File: src/rtl/audio_pkg.sv
// Shared audio definitions: note half-periods (synth ticks), tone-meter states, default tick divider.
package audio_pkg;

    localparam int unsigned TICK_DIV_DEF = 2048;

    localparam int unsigned NOTE_B1 = 100;
    localparam int unsigned NOTE_C2 = 94;
    localparam int unsigned NOTE_D2 = 84;
    localparam int unsigned NOTE_E2 = 75;
    localparam int unsigned NOTE_F2 = 71;
    localparam int unsigned NOTE_G2 = 63;
    localparam int unsigned NOTE_A2 = 56;
    localparam int unsigned NOTE_B2 = 50;
    localparam int unsigned NOTE_C3 = 47;
    localparam int unsigned NOTE_D3 = 42;
    localparam int unsigned NOTE_E3 = 37;
    localparam int unsigned NOTE_F3 = 35;
    localparam int unsigned NOTE_G3 = 31;
    localparam int unsigned NOTE_A3 = 28;

    typedef enum logic [1:0] {
        TM_IDLE    = 2'd0,
        TM_ACQUIRE = 2'd1,
        TM_LOCKED  = 2'd2
    } tm_state_t;

endpackage

File: src/rtl/audio_tone_meter_if.sv
// Audio line in, recovered tone report out; master side is the meter.
interface audio_tone_meter_if #(
    parameter int unsigned HP_W = 7
);
    logic            audio_in;
    logic [HP_W-1:0] hp_out;
    logic            active;
    logic            note_strobe;
    logic            silence_strobe;

    modport master (
        input  audio_in,
        output hp_out,
        output active,
        output note_strobe,
        output silence_strobe
    );

    modport slave (
        output audio_in,
        input  hp_out,
        input  active,
        input  note_strobe,
        input  silence_strobe
    );
endinterface

File: src/rtl/audio_edge_sync.sv
// Two-flop synchronizer plus delay flop; edge_c flags either polarity of a settled transition.
module audio_edge_sync (
    input  logic clk,
    input  logic rst_n,
    input  logic audio_in,
    output logic edge_c
);

    logic sync1_q;
    logic sync2_q;
    logic dly_q;

    always_ff @(posedge clk or negedge rst_n) begin
        if (!rst_n) begin
            sync1_q <= 1'b0;
            sync2_q <= 1'b0;
            dly_q   <= 1'b0;
        end else begin
            sync1_q <= audio_in;
            sync2_q <= sync1_q;
            dly_q   <= sync2_q;
        end
    end

    assign edge_c = sync2_q ^ dly_q;

endmodule

File: src/rtl/audio_tone_meter.sv
// Measures square-wave half-periods in synth ticks, locks onto a stable tone and
// reports each newly locked note and each drop to silence.
module audio_tone_meter
    import audio_pkg::*;
#(
    parameter int unsigned TICK_DIV      = TICK_DIV_DEF,
    parameter int unsigned HP_W          = 7,
    parameter int unsigned SILENCE_TICKS = 120,
    parameter int unsigned MATCH_COUNT   = 2,
    parameter int unsigned TOL           = 1
) (
    input  logic               clk,
    input  logic               rst_n,
    audio_tone_meter_if.master bus
);

    localparam int unsigned     PRE_W      = (TICK_DIV > 1) ? $clog2(TICK_DIV) : 1;
    localparam logic [PRE_W-1:0] PRE_LAST  = PRE_W'(TICK_DIV - 1);
    localparam logic [HP_W-1:0] CNT_MAX    = '1;
    localparam logic [HP_W-1:0] SIL_CNT    = HP_W'(SILENCE_TICKS);
    localparam logic [HP_W-1:0] TOL_V      = HP_W'(TOL);
    localparam logic [2:0]      MATCH_LOCK = 3'(MATCH_COUNT);

    logic             edge_c;
    logic             tick_c;
    logic [PRE_W-1:0] pre_q;
    logic [HP_W-1:0]  cnt_q;
    logic [HP_W:0]    meas_sum_c;
    logic [HP_W-1:0]  meas_c;
    logic             within_prev_c;
    logic             within_hp_c;
    logic [2:0]       match_new_c;

    tm_state_t        state_q, state_d;
    logic [HP_W-1:0]  prev_q, prev_d;
    logic [2:0]       match_q, match_d;
    logic [HP_W-1:0]  hp_q, hp_d;
    logic             note_q, note_d;
    logic             silence_q, silence_d;
    logic             active_q;

    function automatic logic [HP_W-1:0] abs_diff(input logic [HP_W-1:0] a, input logic [HP_W-1:0] b);
        return (a > b) ? (a - b) : (b - a);
    endfunction

    audio_edge_sync u_edge_sync (
        .clk      (clk),
        .rst_n    (rst_n),
        .audio_in (bus.audio_in),
        .edge_c   (edge_c)
    );

    // Free-running tick prescaler
    assign tick_c = (pre_q == PRE_LAST);

    always_ff @(posedge clk or negedge rst_n) begin
        if (!rst_n)      pre_q <= '0;
        else if (tick_c) pre_q <= '0;
        else             pre_q <= pre_q + PRE_W'(1);
    end

    // Saturating interval counter; a tick coincident with an edge closes the old interval
    always_ff @(posedge clk or negedge rst_n) begin
        if (!rst_n)                             cnt_q <= '0;
        else if (edge_c)                        cnt_q <= '0;
        else if (tick_c && (cnt_q != CNT_MAX)) cnt_q <= cnt_q + HP_W'(1);
    end

    assign meas_sum_c    = {1'b0, cnt_q} + {{HP_W{1'b0}}, tick_c};
    assign meas_c        = meas_sum_c[HP_W] ? CNT_MAX : meas_sum_c[HP_W-1:0];
    assign within_prev_c = (abs_diff(meas_c, prev_q) <= TOL_V);
    assign within_hp_c   = (abs_diff(meas_c, hp_q) <= TOL_V);

    always_ff @(posedge clk or negedge rst_n) begin
        if (!rst_n) begin
            state_q   <= TM_IDLE;
            prev_q    <= '0;
            match_q   <= '0;
            hp_q      <= '0;
            note_q    <= 1'b0;
            silence_q <= 1'b0;
            active_q  <= 1'b0;
        end else begin
            state_q   <= state_d;
            prev_q    <= prev_d;
            match_q   <= match_d;
            hp_q      <= hp_d;
            note_q    <= note_d;
            silence_q <= silence_d;
            active_q  <= (state_d == TM_LOCKED);
        end
    end

    // Edge wins over a coincident silence timeout
    always_comb begin
        state_d     = state_q;
        prev_d      = prev_q;
        match_d     = match_q;
        hp_d        = hp_q;
        note_d      = 1'b0;
        silence_d   = 1'b0;
        match_new_c = '0;

        if (edge_c) begin
            unique case (state_q)
                TM_IDLE: begin
                    state_d = TM_ACQUIRE;
                    match_d = '0;
                end
                TM_ACQUIRE: begin
                    if (meas_c == '0)                          match_new_c = '0;
                    else if ((match_q == '0) || !within_prev_c) match_new_c = 3'd1;
                    else                                       match_new_c = match_q + 3'd1;
                    prev_d  = meas_c;
                    match_d = match_new_c;
                    if (match_new_c == MATCH_LOCK) begin
                        state_d = TM_LOCKED;
                        hp_d    = meas_c;
                        note_d  = 1'b1;
                    end
                end
                TM_LOCKED: begin
                    if (!(within_hp_c && (meas_c != '0))) begin
                        state_d = TM_ACQUIRE;
                        prev_d  = meas_c;
                        match_d = 3'd1;
                        if ((MATCH_LOCK == 3'd1) && (meas_c != '0)) begin
                            state_d = TM_LOCKED;
                            hp_d    = meas_c;
                            note_d  = 1'b1;
                        end
                    end
                end
                default: state_d = TM_IDLE;
            endcase
        end else if (cnt_q >= SIL_CNT) begin
            state_d   = TM_IDLE;
            match_d   = '0;
            silence_d = (state_q == TM_LOCKED);
        end
    end

    assign bus.hp_out         = hp_q;
    assign bus.active         = active_q;
    assign bus.note_strobe    = note_q;
    assign bus.silence_strobe = silence_q;

endmodule

File: src/flat_wrapper.sv
// flat-port wrapper written by rule: the top's interface ports become plain ports
module audio_tone_meter_flat import audio_pkg::*;
#(
    parameter int unsigned TICK_DIV      = TICK_DIV_DEF,
    parameter int unsigned HP_W          = 7,
    parameter int unsigned SILENCE_TICKS = 120,
    parameter int unsigned MATCH_COUNT   = 2,
    parameter int unsigned TOL           = 1
)
  (clk, rst_n, bus_audio_in, bus_hp_out, bus_active, bus_note_strobe, bus_silence_strobe);
  audio_tone_meter_if #(.HP_W(HP_W)) bus_i ();
  input  logic clk;
  input  logic rst_n;
  input wire logic [$bits(bus_i.audio_in)-1:0] bus_audio_in;
  output wire logic [$bits(bus_i.hp_out)-1:0] bus_hp_out;
  output wire logic [$bits(bus_i.active)-1:0] bus_active;
  output wire logic [$bits(bus_i.note_strobe)-1:0] bus_note_strobe;
  output wire logic [$bits(bus_i.silence_strobe)-1:0] bus_silence_strobe;
  assign bus_i.audio_in = bus_audio_in;
  assign bus_hp_out = bus_i.hp_out;
  assign bus_active = bus_i.active;
  assign bus_note_strobe = bus_i.note_strobe;
  assign bus_silence_strobe = bus_i.silence_strobe;
  audio_tone_meter #(.TICK_DIV(TICK_DIV), .HP_W(HP_W), .SILENCE_TICKS(SILENCE_TICKS), .MATCH_COUNT(MATCH_COUNT), .TOL(TOL)) u_core (.clk(clk), .rst_n(rst_n), .bus(bus_i));
endmodule
File: config.mk
export PLATFORM = sky130hd
export DESIGN_NAME = audio_tone_meter_flat
export DESIGN_NICKNAME = d
export VERILOG_FILES = /design/src/rtl/audio_pkg.sv /design/src/rtl/audio_tone_meter_if.sv /design/src/rtl/audio_edge_sync.sv /design/src/rtl/audio_tone_meter.sv /design/src/flat_wrapper.sv
export SDC_FILE = /design/constraint.sdc
export NUM_CORES = 1
export LEC_CHECK = 0
export ABC_AREA = 1
export BUFFER_PORTS_ARGS = -buffer_cell sky130_fd_sc_hd__buf_4
export CORE_MARGIN = 5
export CORE_UTILIZATION = 35
export DETAILED_ROUTE_END_ITERATION = 8
export HOLD_SLACK_MARGIN = 0.06
export PLACE_DENSITY_LB_ADDON = 0.12
export SKIP_LAST_GASP = 1
export SLEW_MARGIN = 20
export SYNTH_ARGS = -nofsm -noshare
export SYNTH_HDL_FRONTEND = slang
export SYNTH_SLANG_ARGS = --single-unit
File: constraint.sdc
create_clock -name clk -period 4.05 [get_ports clk]
set_input_delay 0.2025 -clock clk [delete_from_list [all_inputs] [get_ports clk]]
set_output_delay 0.2025 -clock clk [all_outputs]
set_load 0.05 [all_outputs]
# Word level (Yosys, flattened, before mapping)

Index checks and enable logic that the tools add are counted.

Add/sub/neg operators: 8
Magnitude comparators: 5
Eq/ne operators: 9
Muxes and demuxes: 26
Bitwise logic cells: 1
Reductions and logical operators: 14

Operators with widths:

| kind                                                           | count |
|---|---|
| two-way mux 7 bit                                              | 6 |
| subtractor 7 bit                                               | 4 |
| two-way mux 3 bit                                              | 7 |
| greater-than comparator 7 bit                                  | 2 |
| less-or-equal comparator 7 x 1 -> 1 bit, second input constant | 2 |
| case mux 7 bit (2 select lines)                                | 1 |
| adder 11 x 1 -> 11 bit, second input constant                  | 1 |
| == test 11 bit, second input constant                          | 1 |
| two-way mux 11 bit                                             | 1 |
| case mux 3 bit (3 select lines)                                | 1 |
| AND reduction 3 bit                                            | 3 |
| adder 7 x 1 -> 8 bit                                           | 1 |
| two-way mux 2 bit                                              | 4 |
| adder 7 x 1 -> 7 bit, second input constant                    | 1 |
| greater-or-equal comparator 7 bit, second input constant       | 1 |
| zero test 7 bit                                                | 1 |
| != test 7 bit, second input constant                           | 1 |
| nonzero test 7 bit                                             | 1 |
| case mux 2 bit (3 select lines)                                | 1 |
| nonzero test 2 bit                                             | 3 |
| two-way mux 1 bit                                              | 5 |
| == test 2 bit, second input constant                           | 2 |
| != test 4 bit, second input constant                           | 1 |
| adder 3 x 1 -> 3 bit, second input constant                    | 1 |
| other kinds (10)                                               | 11 |

Bits in registers: 43
Bits of input ports: 3
Output and inout port bits: 10
Word-level logic and storage cells: 75

# Logic depth before layout (Yosys ltp)

Gate-level depths: netlist of run 1.

Depth after elaboration: 17
Depth in mapped cells: 34
Gate-level depth less buffers: 33

# Cells and area by module

A second synthesis of run 1 with hierarchy kept.

Cell total of the unflattened synthesis: 509
Area total of the unflattened synthesis: 3,704.8 µm²

By module, submodules not included:

| module           | instances | cells an instance | area an instance (µm²) | seq. area each (µm²) |
|---|---|---|---|---|
| audio_tone_meter | 1         | 501               | 3,611.0                | 1,001.0 |
| audio_edge_sync  | 1         | 8                 | 93.8                   | 75.1 |

# Least setup slack after synthesis of run 1

No wires, ideal clock.

Kind: register to register
Start point: reg u_core.pre_q[0]
End point: reg u_core.hp_q[1] (netlist: u_core.bus.hp_out[1])
Library setup time: 0.138 ns
Data arrival time: 4.110 ns
Required time: 3.912 ns
Setup slack: -0.199 ns
Cell stages (with the launch flop): 30
Buffers on the path: 1
Period minus slack after synthesis: 4.249 ns
Path through: dfrtp_1 -> ha_1 -> nand2_1 -> nor3_2 -> nand4_1 -> nor2_1 -> nand3_1 -> inv_1 -> ha_1 -> ha_1 -> nor2_1 -> inv_1 -> fa_1 -> inv_1 -> nand2_1 -> a21boi_0 -> nand2_1 -> nor2_1 -> nand2_1 -> nor2_1 -> nand2_1 -> nand2_1 -> nand2_1 -> nor2_2 -> nand3_2 -> inv_2 -> nand2_4 -> buf_8 -> nand2_2 -> o21ai_2

Word-level cells in the longest chain between the ends: 14
Elaborated cells on any way between the ends: 17
Those cells by class: 3 x add/sub; 2 x order compare; 2 x eq/ne; 6 x mux; 4 x reduce/logical

RTL lines:

| element                                                                  | RTL line                | source |
|---|---|---|
| start: declaration                                                       | audio_tone_meter.sv:26  | `logic [PRE_W-1:0] pre_q;` |
| start signal: assignment                                                 | audio_tone_meter.sv:59  | `else pre_q <= pre_q + PRE_W'(1);` |
| == test 11 bit (*)                                                       | audio_tone_meter.sv:54  | `assign tick_c = (pre_q == PRE_LAST);` |
| adder 7 x 1 -> 8 bit (*)                                                 | audio_tone_meter.sv:69  | `assign meas_sum_c = {1'b0, cnt_q} + {{HP_W{1'b0}}, tick_c};` |
| two-way mux 7 bit (*)                                                    | audio_tone_meter.sv:70  | `assign meas_c = meas_sum_c[HP_W] ? CNT_MAX : meas_sum_c[HP_W-1:0];` |
| net u_core.meas_c[1]                                                     | audio_tone_meter.sv:29  | `logic [HP_W-1:0] meas_c;` |
| subtractor 7 bit / greater-than comparator 7 bit (equally long branches) | audio_tone_meter.sv:43  | `return (a > b) ? (a - b) : (b - a);` |
| two-way mux 7 bit                                                        | audio_tone_meter.sv:43  |  |
| less-or-equal comparator 7 x 1 -> 1 bit                                  | audio_tone_meter.sv:71  | `assign within_prev_c = (abs_diff(meas_c, prev_q) <= TOL_V);` |
| zero test 1 bit                                                          | audio_tone_meter.sv:112 | `else if ((match_q == '0) \|\| !within_prev_c) match_new_c = 3'd1;` |
| logical OR 1 bit                                                         | audio_tone_meter.sv:112 |  |
| two-way mux 3 bit                                                        | audio_tone_meter.sv:112 |  |
| two-way mux 3 bit                                                        | audio_tone_meter.sv:111 | `if (meas_c == '0) match_new_c = '0;` |
| two-way mux 3 bit                                                        | audio_tone_meter.sv:105 | `unique case (state_q)` |
| two-way mux 3 bit                                                        | audio_tone_meter.sv:104 | `if (edge_c) begin` |
| == test 3 x 2 -> 1 bit                                                   | audio_tone_meter.sv:116 | `if (match_new_c == MATCH_LOCK) begin` |
| AND reduction 3 bit (no source line)                                     | -                       |  |
| end signal: assignment                                                   | audio_tone_meter.sv:87  | `hp_q <= hp_d;` |
| end: declaration                                                         | audio_tone_meter.sv:37  | `logic [HP_W-1:0] hp_q, hp_d;` |

The timed path passes the listed nets; every way through them passes the cells marked *. The select of a mux whose other input is x is not followed.
A chain may end at the register's enable or synchronous reset.

# Worst setup path in the final report of run 1

Start point: reg u_core.pre_q[1]
End point: reg u_core.prev_q[3]

Word-level cells in the longest chain between the ends: 9
Elaborated cells on any way between the ends: 14
Those cells by class: 3 x add/sub; 2 x order compare; 2 x eq/ne; 4 x mux; 3 x reduce/logical

RTL lines:

| element                                                                  | RTL line                | source |
|---|---|---|
| == test 11 bit (*)                                                       | audio_tone_meter.sv:54  |  |
| adder 7 x 1 -> 8 bit (*)                                                 | audio_tone_meter.sv:69  |  |
| two-way mux 7 bit (*)                                                    | audio_tone_meter.sv:70  |  |
| net u_core.meas_c[2]                                                     | audio_tone_meter.sv:29  |  |
| subtractor 7 bit / greater-than comparator 7 bit (equally long branches) | audio_tone_meter.sv:43  |  |
| two-way mux 7 bit                                                        | audio_tone_meter.sv:43  |  |
| less-or-equal comparator 7 x 1 -> 1 bit                                  | audio_tone_meter.sv:72  | `assign within_hp_c = (abs_diff(meas_c, hp_q) <= TOL_V);` |
| logical AND 1 bit (*)                                                    | audio_tone_meter.sv:123 | `if (!(within_hp_c && (meas_c != '0))) begin` |
| != test 2 bit (no source line) (*)                                       | -                       |  |
| AND reduction 3 bit (no source line) (*)                                 | -                       |  |
| end signal: assignment                                                   | audio_tone_meter.sv:85  | `prev_q <= prev_d;` |
| end: declaration                                                         | audio_tone_meter.sv:35  | `logic [HP_W-1:0] prev_q, prev_d;` |

Marked as above.

==> results of run 1 <==
-- through the flow --
step	cell area, sq um	util, %
2_1_floorplan	3792	-
3_3_place_gp	4180	39.08
3_5_place_dp	4180	39.08
4_1_cts	4553	42.56
5_1_grt	4906	45.86
6_report	4906	45.86
-- logic make-up (layout without fill, tap and decap cells) --
logic type      Yosys count  in the layout
simple gates            265            266
buf+inv                 103            155
compound gates           59             59
flops                    43             43
fa+ha+maj                41             41
xor+xnor                  7              7
-- worst max path at each step --
stage,start,endpoint,slack (ns)
6_report,u_core.pre_q[1],u_core.prev_q[3],0.19
5_1_grt,u_core.pre_q[1],u_core.prev_q[1],-0.1
4_1_cts,u_core.pre_q[1],u_core.prev_q[3],0.03
3_5_place_dp,u_core.pre_q[0],u_core.bus.hp_out[5],-0.30
3_3_place_gp,u_core.pre_q[0],u_core.bus.hp_out[0],-0.19
2_1_floorplan,u_core.pre_q[0],u_core.bus.hp_out[1],0.09
-- worst reg2reg max path, delay by kind of cell, from the launching register on --
family          cells  cell delay [ns]
buf+inv             5             0.51
compound gates      1             0.05
flops               1             0.36
fa+ha+maj           4             0.78
simple gates       19             2.08
-- layer usage --
layer / vias to the layer above / GRT usage (%)
met4: 0 / 2.850
met2: 33 / 24.51
met3: 9 / 1.910
met5: - / 0
li1: 1737 / -
met1: 1515 / 20.49
-- power groups by stage --
stage	registers [W]	clock network, W	logic, W
detailed placement	0.000449	0	0.0000926
floorplan	0.000447	0	0.0000654
finish	0.000440	0.000309	0.000126
global route	0.000442	0.000337	0.000142
global placement	0.000449	0	0.0000925
CTS	0.000441	0.000323	0.000122
-- cells in the final DEF (no fill, tap or decap), types with 8 or more instances in the layout --
| master | instances |
|---|---|
| nand2_1 | 108 |
| inv_1 | 82 |
| dfrtp_1 | 43 |
| buf_4 | 41 |
| nand3_1 | 35 |
| nor2_1 | 29 |
| nand2_2 | 24 |
| ha_1 | 23 |
| a21oi_1 | 19 |
| o21ai_2 | 17 |
| nand2_4 | 15 |
| inv_2 | 11 |
| ha_4 | 11 |
| nor2_4 | 9 |
| nor2_2 | 8 |
| o21ai_0 | 8 |
-- cell type report --
cell class / count / area [sq um]
timing repair buffer: 49 / 429.2
sequential: 43 / 1076
inverter: 98 / 377.9
clock inverter: 2 / 16.27
clock buffer: 6 / 82.58
tap: 140 / 175.2
multi-input combinational: 373 / 2749
fill: 1113 / 5792
-- timing repair --
action,CTS,global route
gates resized for setup,39,72
hold buffers,2,0
gates cloned,2,0
endpoints found under the hold margin,44,0
endpoints found under the setup margin,21,21
buffers inserted,8,5
pin swaps,15,34
-- state kept, by name, indices dropped and copies added (netlist names) --
signal	cells
u_core.bus.hp_out	7
u_core.cnt_q	7
u_core.u_edge_sync.sync2_q	1
u_core.u_edge_sync.dly_q	1
u_core.match_q	3
u_core.u_edge_sync.sync1_q	1
u_core.state_q	2
u_core.bus.note_strobe	1
u_core.bus.silence_strobe	1
u_core.pre_q	11
u_core.prev_q	7
u_core.bus.active	1
==> results.rst, run 1 <==
.. list-table::
   :header-rows: 1

   * - Metric
     - Value
   * - Terminus of the critical flop-to-flop path
     - u_core.prev_q[3]
   * - Aggregate global routing overflow
     - 0
   * - Boundary pin count
     - 13
   * - Total via count after detailed routing
     - 3294
   * - Topmost layer with routed signal wires
     - met4
   * - Worst Setup Slack, final
     - 0.1859 ns
   * - Post-Place Cells
     - 686
   * - Total DRC errors in the routed layout
     - 0
   * - Proportion of synthesized flip-flops having asynchronous set or reset
     - 100.0%
   * - WHS Path Cells
     - 0
   * - Leak
     - 2.535 nW
   * - Vertical extent of the die
     - 114.0 microns
   * - Count of buffer and inverter cells on the critical path
     - 5
   * - Startpoint of the lowest-slack hold path
     - u_core.u_edge_sync.sync1_q
   * - Routed wire per std cell
     - 13.01 microns
   * - Number of flops mapped to enable cells by yosys
     - 0
   * - Time the worst path needs with I/O delays and setup
     - 3.864 ns
   * - Register area share after synthesis
     - 28.45%
   * - Count of standard-cell rows
     - 38
   * - Syn Area/Cell
     - 7.302 sq um
   * - Synthesis warning total
     - 0
   * - TritonCTS Sinks
     - 43
   * - Clk slew on worst S/H paths
     - 0.09 ns
   * - Top post-synthesis cells by count
     - 131 x nand2_1, 91 x inv_1, 43 x dfrtp_1, 42 x nand3_1
   * - Largest delay share family, worst path
     - simple AND/OR/NAND/NOR gates
   * - Pin count of the biggest net entering global routing
     - 44
   * - Setup total negative slack
     - 0 ns
   * - Total Power Consumption
     - 0.0008750 W
   * - Gate Count Post-Synth
     - 518
   * - Critical path depth in cells
     - 29
   * - Ant diodes
     - 0
   * - Synth Net Count
     - 562
   * - Post-synth top area share
     - 28.45%
   * - Number of hold violations in the final report
     - 0
   * - Worst slew margin relative to its limit
     - 60.81%
   * - Most prevalent standard cell on the critical path
     - nand2_2
   * - Share of total power in sequential cells
     - 50.3%
   * - Overall Global Routing Usage
     - 14.68%
   * - Compound-gate portion of the synthesized area
     - 10.35%
   * - Fraction of the mapped netlist area in simple logic gates
     - 34.17%
   * - RePlAce Congestion
     - 0.8652
   * - Number of iterations in the first detailed-routing pass
     - 4
   * - Critical path class
     - reg2reg
   * - Required @ worst endpoint
     - 4.28 ns
   * - Arrival time at the worst endpoint
     - 4.09 ns
   * - Synth Flop Type
     - dfrtp_1
   * - Switching part of the total power
     - 28.96%
   * - Placement Setup Slack
     - -0.2975 ns
   * - Met1 layer wirelength in the final routing
     - 4503 microns
   * - Achievable Freq
     - 258.8 MHz
   * - Outcome
     - complete, no violations
   * - Worst slew pin tran
     - 0.5872 ns
   * - CP max FO
     - 7
   * - PwrDens
     - 178.4 mW/mm^2
   * - Peak supply drop
     - 0.1544 mV
   * - Slack of the worst reg-to-reg path
     - 0.19 ns
   * - Share of final-layout standard cells stronger than drive strength 1
     - 32.92%
   * - Power share of the clock group
     - 35.3%
   * - Global-route wire length before repair
     - 15440 microns
   * - Overall die area
     - 0.01299 sq mm
   * - Met3 wire len
     - 218 microns
   * - Clk_skew
     - 0.01305 ns
   * - Net switching power
     - 0.0002534 W
   * - Total CTS buffers
     - 5
   * - Initial antenna violation count
     - 0
   * - Vias in the first global route
     - 3163
   * - Crit-path max cell delay
     - 0.36 ns
   * - Unrepaired setup endpoints after global routing
     - yes
   * - Starting density of the core
     - 35.36%
   * - Clock root buffer master
     - clkbuf_8
   * - Length in cells of the worst reg-to-reg path
     - 29
   * - Launch instance of the worst register-to-register path
     - u_core.pre_q[1]
   * - Estimated wirelength of the detail-placed design
     - 6864 microns
   * - Leading cell types by total area after synthesis
     - dfrtp_1 28%, nand2_1 13%, ha_1 12%
   * - Final cycle utilization of the critical path
     - 95.41%
   * - Area added between synthesis and finish
     - 29.71%
   * - DR iter-0 viols
     - 105
   * - DIE WIDTH
     - 114.0 microns
   * - Mux cell area share after synthesis
     - 0%
   * - Detailed-route vias per instance
     - 4.633
   * - Final cell count without fillers
     - 711
   * - Clock latency at the later pin of the worst-skew pair
     - 0.30 ns
   * - Netlist area before placement
     - 0.003782 sq mm
   * - Count of buffers inserted at the top-level ports
     - 12
   * - Worst Hold Class
     - reg2reg
   * - Max H-tree Level
     - 2
   * - Number of distinct library cell variants in the gate-level netlist after synthesis
     - 43
   * - Proportion of power drawn by combinational gates
     - 14.4%
   * - Area of the core region
     - 0.01070 sq mm
   * - Xor and xnor fraction of the mapped netlist area
     - 1.621%
   * - Max-slew violation count
     - 0
   * - Largest family of logic cells by synthesized area
     - simple AND/OR/NAND/NOR gates
   * - Cell at the slowest stage of the critical path
     - dfrtp_1
   * - Share of synthesized cell area in full adder, half adder and majority cells
     - 14.36%
   * - Biggest area consumer among synthesized cells
     - dfrtp_1
   * - Maximum clock path buffer count
     - 2
   * - Category of the worst setup path capture point
     - register
   * - Power Internal
     - 0.0006216 W
   * - TritonCTS clock tree
     - yes
   * - Max cap viols
     - 0
   * - Minimum hold slack
     - 0.3619 ns
   * - # nets final
     - 614
   * - Crit path launch type
     - register
   * - Final Routed Wirelength
     - 9249 microns
   * - Most used standard cell by instance count after synthesis
     - nand2_1
   * - Worst Hold Endpoint
     - u_core.u_edge_sync.sync2_q
   * - Post-synthesis sequential element count
     - 43
   * - Remaining antenna violation count
     - 0
   * - Total of endpoints with negative setup slack in the final report
     - 0
   * - WL met2
     - 4427 microns
(Power assumes the default switching activity.)
==> run 2, diff against run 1 <==
--- a/config.mk
+++ b/config.mk
@@ -10,7 +10,9 @@
 export CORE_MARGIN = 5
 export CORE_UTILIZATION = 35
 export DETAILED_ROUTE_END_ITERATION = 8
+export GPL_TIMING_DRIVEN = 0
 export HOLD_SLACK_MARGIN = 0.06
+export MAX_ROUTING_LAYER = met4
 export PLACE_DENSITY_LB_ADDON = 0.12
 export SKIP_LAST_GASP = 1
 export SLEW_MARGIN = 20
==> run 2 against run 1 <==
First-iteration DRC count grew 45%; sequential share of layout area grew 0.056 points; wire length shrank 1.4%; clock skew shrank 0.0080 ns; largest cell class unchanged; register-to-register slack lost 0.12 ns; hold slack gained 0.00080 ns; final cell count grew 0.42%.
==> results.rst, run 2 (synthesis results as in run 1) <==
.. list-table::
   :header-rows: 1

   * - Metric
     - Value
   * - Max-slew violation count
     - 0 (unchanged)
   * - TritonCTS clock tree
     - yes
   * - Power share of the clock group
     - 39.6% (+4.3 points)
   * - Final Routed Wirelength
     - 9118 microns (-1.4%)
   * - Leak
     - 2.532 nW (-0.15%)
   * - DR iter-0 viols
     - 152 (+45%)
   * - Area added between synthesis and finish
     - 29.37%
   * - CP max FO
     - 7 (unchanged)
   * - Clk slew on worst S/H paths
     - 0.09 ns (about the same)
   * - Clock root buffer master
     - clkbuf_8
   * - Category of the worst setup path capture point
     - register
   * - Number of hold violations in the final report
     - 0 (unchanged)
   * - Ant diodes
     - 0 (unchanged)
   * - Power Internal
     - 0.0006852 W (+10%)
   * - Post-Place Cells
     - 670 (-2.3%)
   * - Crit path launch type
     - register
   * - Top register by number of flip-flops
     - u_core.pre_q
   * - Crit-path max cell delay
     - 0.52 ns (+0.16 ns)
   * - Aggregate global routing overflow
     - 0 (unchanged)
   * - Arrival time at the worst endpoint
     - 4.18 ns (+0.09 ns)
   * - Estimated wirelength of the detail-placed design
     - 6515 microns (-5.1%)
   * - Max cap viols
     - 0 (unchanged)
   * - Total Power Consumption
     - 0.0009340 W (+6.7%)
   * - Minimum hold slack
     - 0.3628 ns (+0.0008020 ns)
   * - GR peak layer
     - met2
   * - Maximum clock path buffer count
     - 2 (unchanged)
   * - Outcome
     - complete, no violations
   * - Worst slew margin relative to its limit
     - 60.39% (-0.43 points)
   * - Global-route wire length before repair
     - 15100 microns (-2.2%)
   * - M3 GR Usage
     - 1.910% (unchanged)
   * - Total DRC errors in the routed layout
     - 0 (unchanged)
   * - Final cell count without fillers
     - 714 (+0.42%)
   * - Number of iterations in the first detailed-routing pass
     - 4 (unchanged)
   * - Proportion of power drawn by combinational gates
     - 13.3% (-1.1 points)
   * - Cell area after placement
     - 0.004058 sq mm (-2.9%)
   * - Number of filler instances in the final layout
     - 1091 (-2.0%)
   * - RePlAce Congestion
     - 0.8303 (-4.0%)
   * - Achievable Freq
     - 251.1 MHz (-3.0%)
   * - Net switching power
     - 0.0002488 W (-1.8%)
   * - Leading cell types in the layout, fill and taps excluded
     - 111 x nand2_1, 78 x inv_1, 44 x buf_4
   * - Met2 usage in global routing
     - 23.30% (-1.2 points)
   * - Unrepaired setup endpoints after global routing
     - yes
   * - Met1 Resource Use GR
     - 20.13% (-0.36 points)
   * - Count of buffers inserted at the top-level ports
     - 12 (unchanged)
   * - Area of the core region
     - 0.01070 sq mm (unchanged)
   * - Total via count after detailed routing
     - 3329 (+1.1%)
   * - PwrDens
     - 190.9 mW/mm^2 (+7.0%)
   * - Starting density of the core
     - 35.36% (unchanged)
   * - Count of standard-cell rows
     - 38 (unchanged)
   * - Clock latency at the later pin of the worst-skew pair
     - 0.30 ns (about the same)
   * - Critical path class
     - reg2reg
   * - Startpoint of the lowest-slack hold path
     - u_core.u_edge_sync.sync1_q
   * - Final cell area excluding filler cells
     - 0.004893 sq mm (-0.26%)
   * - Largest register FFs
     - 11 (unchanged)
   * - Total of endpoints with negative setup slack in the final report
     - 0 (unchanged)
   * - TritonCTS Sinks
     - 43 (unchanged)
   * - Slack of the worst reg-to-reg path
     - 0.07 ns (-0.12 ns)
   * - Pin count of the biggest net entering global routing
     - 44 (unchanged)
   * - Boundary pin count
     - 13 (unchanged)
   * - Most common cell after layout, fill and taps aside
     - nand2_1
   * - Routed wire per std cell
     - 12.77 microns (-1.8%)
   * - Detailed-route vias per instance
     - 4.662 (+0.64%)
   * - DIE WIDTH
     - 114.0 microns (unchanged)
   * - Final cycle utilization of the critical path
     - 98.34% (+2.9 points)
   * - Required @ worst endpoint
     - 4.25 ns (-0.03 ns)
   * - Vias in the first global route
     - 3110 (-1.7%)
   * - Vertical extent of the die
     - 114.0 microns (unchanged)
   * - Total CTS buffers
     - 5 (unchanged)
   * - Share of final-layout standard cells stronger than drive strength 1
     - 34.15% (+1.2 points)
   * - Worst Hold Class
     - reg2reg
   * - Count of buffer and inverter cells on the critical path
     - 5 (unchanged)
   * - Largest delay share family, worst path
     - simple AND/OR/NAND/NOR gates
   * - Switching part of the total power
     - 26.63% (-2.3 points)
   * - Share of total power in sequential cells
     - 47.2% (-3.1 points)
   * - Clk_skew
     - 0.005093 ns (-0.007956 ns)
   * - Peak supply drop
     - 0.1229 mV (-20%)
   * - Max H-tree Level
     - 2 (unchanged)
   * - Overall die area
     - 0.01299 sq mm (unchanged)
   * - Cell at the slowest stage of the critical path
     - fa_2
   * - Overall Global Routing Usage
     - 14.60% (-0.080 points)
   * - Worst setup startpoint
     - u_core.pre_q[0]
   * - Initial antenna violation count
     - 0 (unchanged)
   * - # nets final
     - 617 (+0.49%)
   * - Time the worst path needs with I/O delays and setup
     - 3.983 ns (+0.1186 ns)
   * - Launch instance of the worst register-to-register path
     - u_core.pre_q[0]
   * - Remaining antenna violation count
     - 0 (unchanged)
   * - Worst slew pin tran
     - 0.5942 ns (+0.007040 ns)
## run 2: per-layer routing
| metal | vias up | share of wire, % |
|---|---|---|
| li1 | 1736 | - |
| met1 | 1564 | 49 |
| met2 | 22 | 48 |
| met3 | 7 | 1.8 |
| met4 | 0 | 0.72 |
| met5 | - | 0 |
## run 2: power groups by stage
stage / logic [W] / registers, W / clock network (W)
after floorplan: 0.0000654 / 0.000447 / 0
after global placement: 0.0000903 / 0.000449 / 0
after detailed placement: 0.0000912 / 0.000449 / 0
after CTS: 0.0000962 / 0.000441 / 0.000380
after global routing: 0.000136 / 0.000441 / 0.000400
final: 0.000124 / 0.000441 / 0.000370
## run 2: timing repair
action	in CTS	in global routing
endpoints found under the hold margin	44	0
gates resized for setup	40	74
setup endpoints to repair	21	21
cloned	1	2
hold buffers	2	0
pin swaps	18	34
setup buffers	19	12
## run 2: metrics by stage
step	setup WS, ns	setup TNS [ns]	util [%]
6_report	0.06733	0	45.74
5_1_grt	-0.2171	-3.118	45.74
4_1_cts	-0.02812	-0.04375	42.14
3_5_place_dp	-0.7877	-15.11	37.93
3_3_place_gp	-0.7685	-14.41	37.93
2_1_floorplan	0.08800	0	-
## run 2: path summary, 6_finish.rpt
check | cells after the start | endpoint
worst max register to register | 29 | u_core.bus.hp_out[1]
max in group asynchronous | 2 | u_core.pre_q[2]
min in group asynchronous | 2 | u_core.bus.note_strobe
worst max-delay path | 29 | u_core.bus.hp_out[1]
worst min register to register | 0 | u_core.u_edge_sync.sync2_q
worst min-delay path | 0 | u_core.u_edge_sync.sync2_q
## run 2: area by class of cell
class                   instances  area [sq um]  area share, %
plain buffers                   5         61.31          1.253
clock buffers                   6         82.58          1.688
clock inverters                 2         38.79         0.7926
inverters                      98         387.9          7.926
multi-input cells             372          2668          54.51
flip-flops and latches         43          1076          21.99
well taps                     140         175.2          3.580
repair buffers                 48         404.1          8.259
==> run 3, diff against run 2 <==
--- a/config.mk
+++ b/config.mk
@@ -9,6 +9,7 @@
 export BUFFER_PORTS_ARGS = -buffer_cell sky130_fd_sc_hd__buf_4
 export CORE_MARGIN = 5
 export CORE_UTILIZATION = 35
+export CTS_BUF_LIST = sky130_fd_sc_hd__clkbuf_16
 export DETAILED_ROUTE_END_ITERATION = 8
 export GPL_TIMING_DRIVEN = 0
 export HOLD_SLACK_MARGIN = 0.06
==> run 3 against run 2 <==
Clock skew shrank 0.00089 ns; design area grew 0.97%; register-to-register slack gained 0.02 ns; critical endpoint unchanged.
==> results.rst, run 3 (synthesis results as in run 1) <==
.. list-table::
   :header-rows: 1

   * - Metric
     - Value
   * - DR iter-0 viols
     - 165 (+8.6%)
   * - Most common cell after layout, fill and taps aside
     - nand2_1
   * - Area added between synthesis and finish
     - 30.63%
   * - Cell at the slowest stage of the critical path
     - fa_2
   * - Required @ worst endpoint
     - 4.23 ns (-0.02 ns)
   * - Detailed-route vias per instance
     - 4.660 (about the same)
   * - Aggregate global routing overflow
     - 0 (unchanged)
   * - Starting density of the core
     - 35.36% (unchanged)
   * - Max H-tree Level
     - 2 (unchanged)
   * - DIE WIDTH
     - 114.0 microns (unchanged)
   * - Critical path class
     - reg2reg
   * - Placement Setup Slack
     - -0.7877 ns (unchanged)
   * - Largest register FFs
     - 11 (unchanged)
   * - Number of hold violations in the final report
     - 0 (unchanged)
   * - Pin count of the biggest net entering global routing
     - 44 (unchanged)
   * - Crit path launch type
     - register
   * - CP max FO
     - 7 (unchanged)
   * - Crit-path max cell delay
     - 0.52 ns (about the same)
   * - Worst slew pin tran
     - 0.5962 ns (+0.002022 ns)
   * - Final Routed Wirelength
     - 9114 microns (about the same)
   * - Overall die area
     - 0.01299 sq mm (unchanged)
   * - Max-slew violation count
     - 0 (unchanged)
   * - Global-route wire length before repair
     - 15040 microns (-0.36%)
   * - Area of the core region
     - 0.01070 sq mm (unchanged)
   * - Minimum hold slack
     - 0.3565 ns (-0.006288 ns)
   * - Max cap viols
     - 0 (unchanged)
   * - Clock latency at the later pin of the worst-skew pair
     - 0.28 ns (-0.02 ns)
   * - Count of standard-cell rows
     - 38 (unchanged)
   * - Peak supply drop
     - 0.1405 mV (+14%)
   * - Achievable Freq
     - 252.7 MHz (+0.63%)
   * - Maximum clock path buffer count
     - 2 (unchanged)
   * - TritonCTS clock tree
     - yes
   * - Unrepaired setup endpoints after global routing
     - yes
   * - Total via count after detailed routing
     - 3332 (+0.090%)
   * - TritonCTS Sinks
     - 43 (unchanged)
   * - Arrival time at the worst endpoint
     - 4.13 ns (-0.05 ns)
   * - Clock root buffer master
     - clkbuf_16
   * - Number of iterations in the first detailed-routing pass
     - 4 (unchanged)
   * - Total of endpoints with negative setup slack in the final report
     - 0 (unchanged)
   * - Clk slew on worst S/H paths
     - 0.06 ns (-0.03 ns)
   * - Share of final-layout standard cells stronger than drive strength 1
     - 33.91% (-0.23 points)
   * - Vias in the first global route
     - 3112 (+0.064%)
   * - Number of filler instances in the final layout
     - 1077 (-1.3%)
   * - Leak
     - 2.555 nW (+0.93%)
   * - Leading cell types in the layout, fill and taps excluded
     - 111 x nand2_1, 78 x inv_1, 45 x buf_4
   * - Initial antenna violation count
     - 0 (unchanged)
   * - PwrDens
     - 208.8 mW/mm^2 (+9.4%)
   * - Ant diodes
     - 0 (unchanged)
   * - Top register by number of flip-flops
     - u_core.pre_q
   * - Clk_skew
     - 0.004207 ns (-0.0008861 ns)
   * - Overall Global Routing Usage
     - 14.59% (about the same)
   * - Worst slew margin relative to its limit
     - 60.25% (-0.13 points)
   * - Routed wire per std cell
     - 12.75 microns (-0.18%)
   * - Final cycle utilization of the critical path
     - 97.73% (-0.61 points)
   * - Outcome
     - complete, no violations
   * - Worst Setup Slack, final
     - 0.09212 ns (+0.02478 ns)
   * - Category of the worst setup path capture point
     - register
   * - Vertical extent of the die
     - 114.0 microns (unchanged)
   * - Time the worst path needs with I/O delays and setup
     - 3.958 ns (-0.02478 ns)
   * - Remaining antenna violation count
     - 0 (unchanged)
   * - RePlAce Congestion
     - 0.8303 (unchanged)
   * - Boundary pin count
     - 13 (unchanged)
   * - # nets final
     - 618 (+0.16%)
   * - Estimated wirelength of the detail-placed design
     - 6515 microns (unchanged)
   * - Total DRC errors in the routed layout
     - 0 (unchanged)
   * - Total CTS buffers
     - 5 (unchanged)
   * - Count of buffers inserted at the top-level ports
     - 12 (unchanged)
   * - Worst Hold Class
     - reg2reg
-- run 3: changes by cell type in the layout (fill, tap and decap cells not counted) --
cell	before	now
buf_4	44	45
clkbuf_8	6	0
o22ai_1	0	1
clkinv_1	1	2
o22ai_2	1	0
clkbuf_16	1	6
-- run 3: path summary, 6_finish.rpt --
path | start | to | slack (ns) | depth (start not counted)
min in group asynchronous | rst_n | u_core.bus.note_strobe | 0.46 | 2
worst max-delay path | u_core.pre_q[1] | u_core.bus.hp_out[1] | 0.09 | 29
max in group asynchronous | rst_n | u_core.match_q[2] | 3.18 | 2
worst max register to register | u_core.pre_q[1] | u_core.bus.hp_out[1] | 0.09 | 29
worst min register to register | u_core.u_edge_sync.sync1_q | u_core.u_edge_sync.sync2_q | 0.36 | 0
worst min-delay path | u_core.u_edge_sync.sync1_q | u_core.u_edge_sync.sync2_q | 0.36 | 0
-- run 3: critical path, delay by kind of cell (launching register included) --
family	cells	cell delay, ns
AO/OA/AOI/OAI	1	0.05
buffers and inverters	5	0.44
adder cells (fa/ha/maj)	4	1.03
AND/OR/NAND/NOR	19	1.95
flip-flops	1	0.35
-- run 3: timing repair --
action | CTS | global route
setup endpoints to repair | 21 | 21
pin swaps | 18 | 32
endpoints found under the hold margin | 44 | 0
setup buffers | 19 | 13
gates resized for setup | 40 | 73
gates cloned | 1 | 2
hold buffers | 2 | 0
-- run 3: stage by stage --
stage	utilization [%]	cell area [sq um]	cells	setup TNS, ns	total power, W
after floorplan	-	3792	518	0	0.0005128
after global placement	37.93	4058	670	-14.41	0.0005391
after detailed placement	37.93	4058	670	-15.11	0.0005403
after CTS	42.57	4554	700	-0.03291	0.001017
after global routing	46.19	4941	715	-2.475	0.001078
final	46.19	4941	715	0	0.001031
-- run 3: layout make-up --
| type | count | area, sq um | share of cell area (%) |
|---|---|---|---|
| Sequential cell | 43 | 1076 | 21.78 |
| Buffer | 5 | 61.31 | 1.241 |
| Timing Repair Buffer | 49 | 411.6 | 8.331 |
| Multi-Input combinational cell | 372 | 2661 | 53.86 |
| Tap cell | 140 | 175.2 | 3.545 |
| Inverter | 98 | 387.9 | 7.850 |
| Clock inverter | 3 | 42.54 | 0.8610 |
| Clock buffer | 5 | 125.1 | 2.532 |
-- run 3: layer usage --
metal / vias up / GRT usage [%] / wire [microns]
met4: 0 / 3.088 / 61
li1: 1741 / - / -
met2: 25 / 23.26 / 4375
met3: 4 / 1.910 / 188
met1: 1562 / 19.93 / 4489
met5: - / - / 0
-- run 3: power by group --
part	switching, W	total [W]	leakage [nW]	internal, W
registers	0.00000663	0.000441	0.577	0.000434
logic	0.0000753	0.000123	1.90	0.0000480
clock network	0.000176	0.000467	0.0818	0.000291
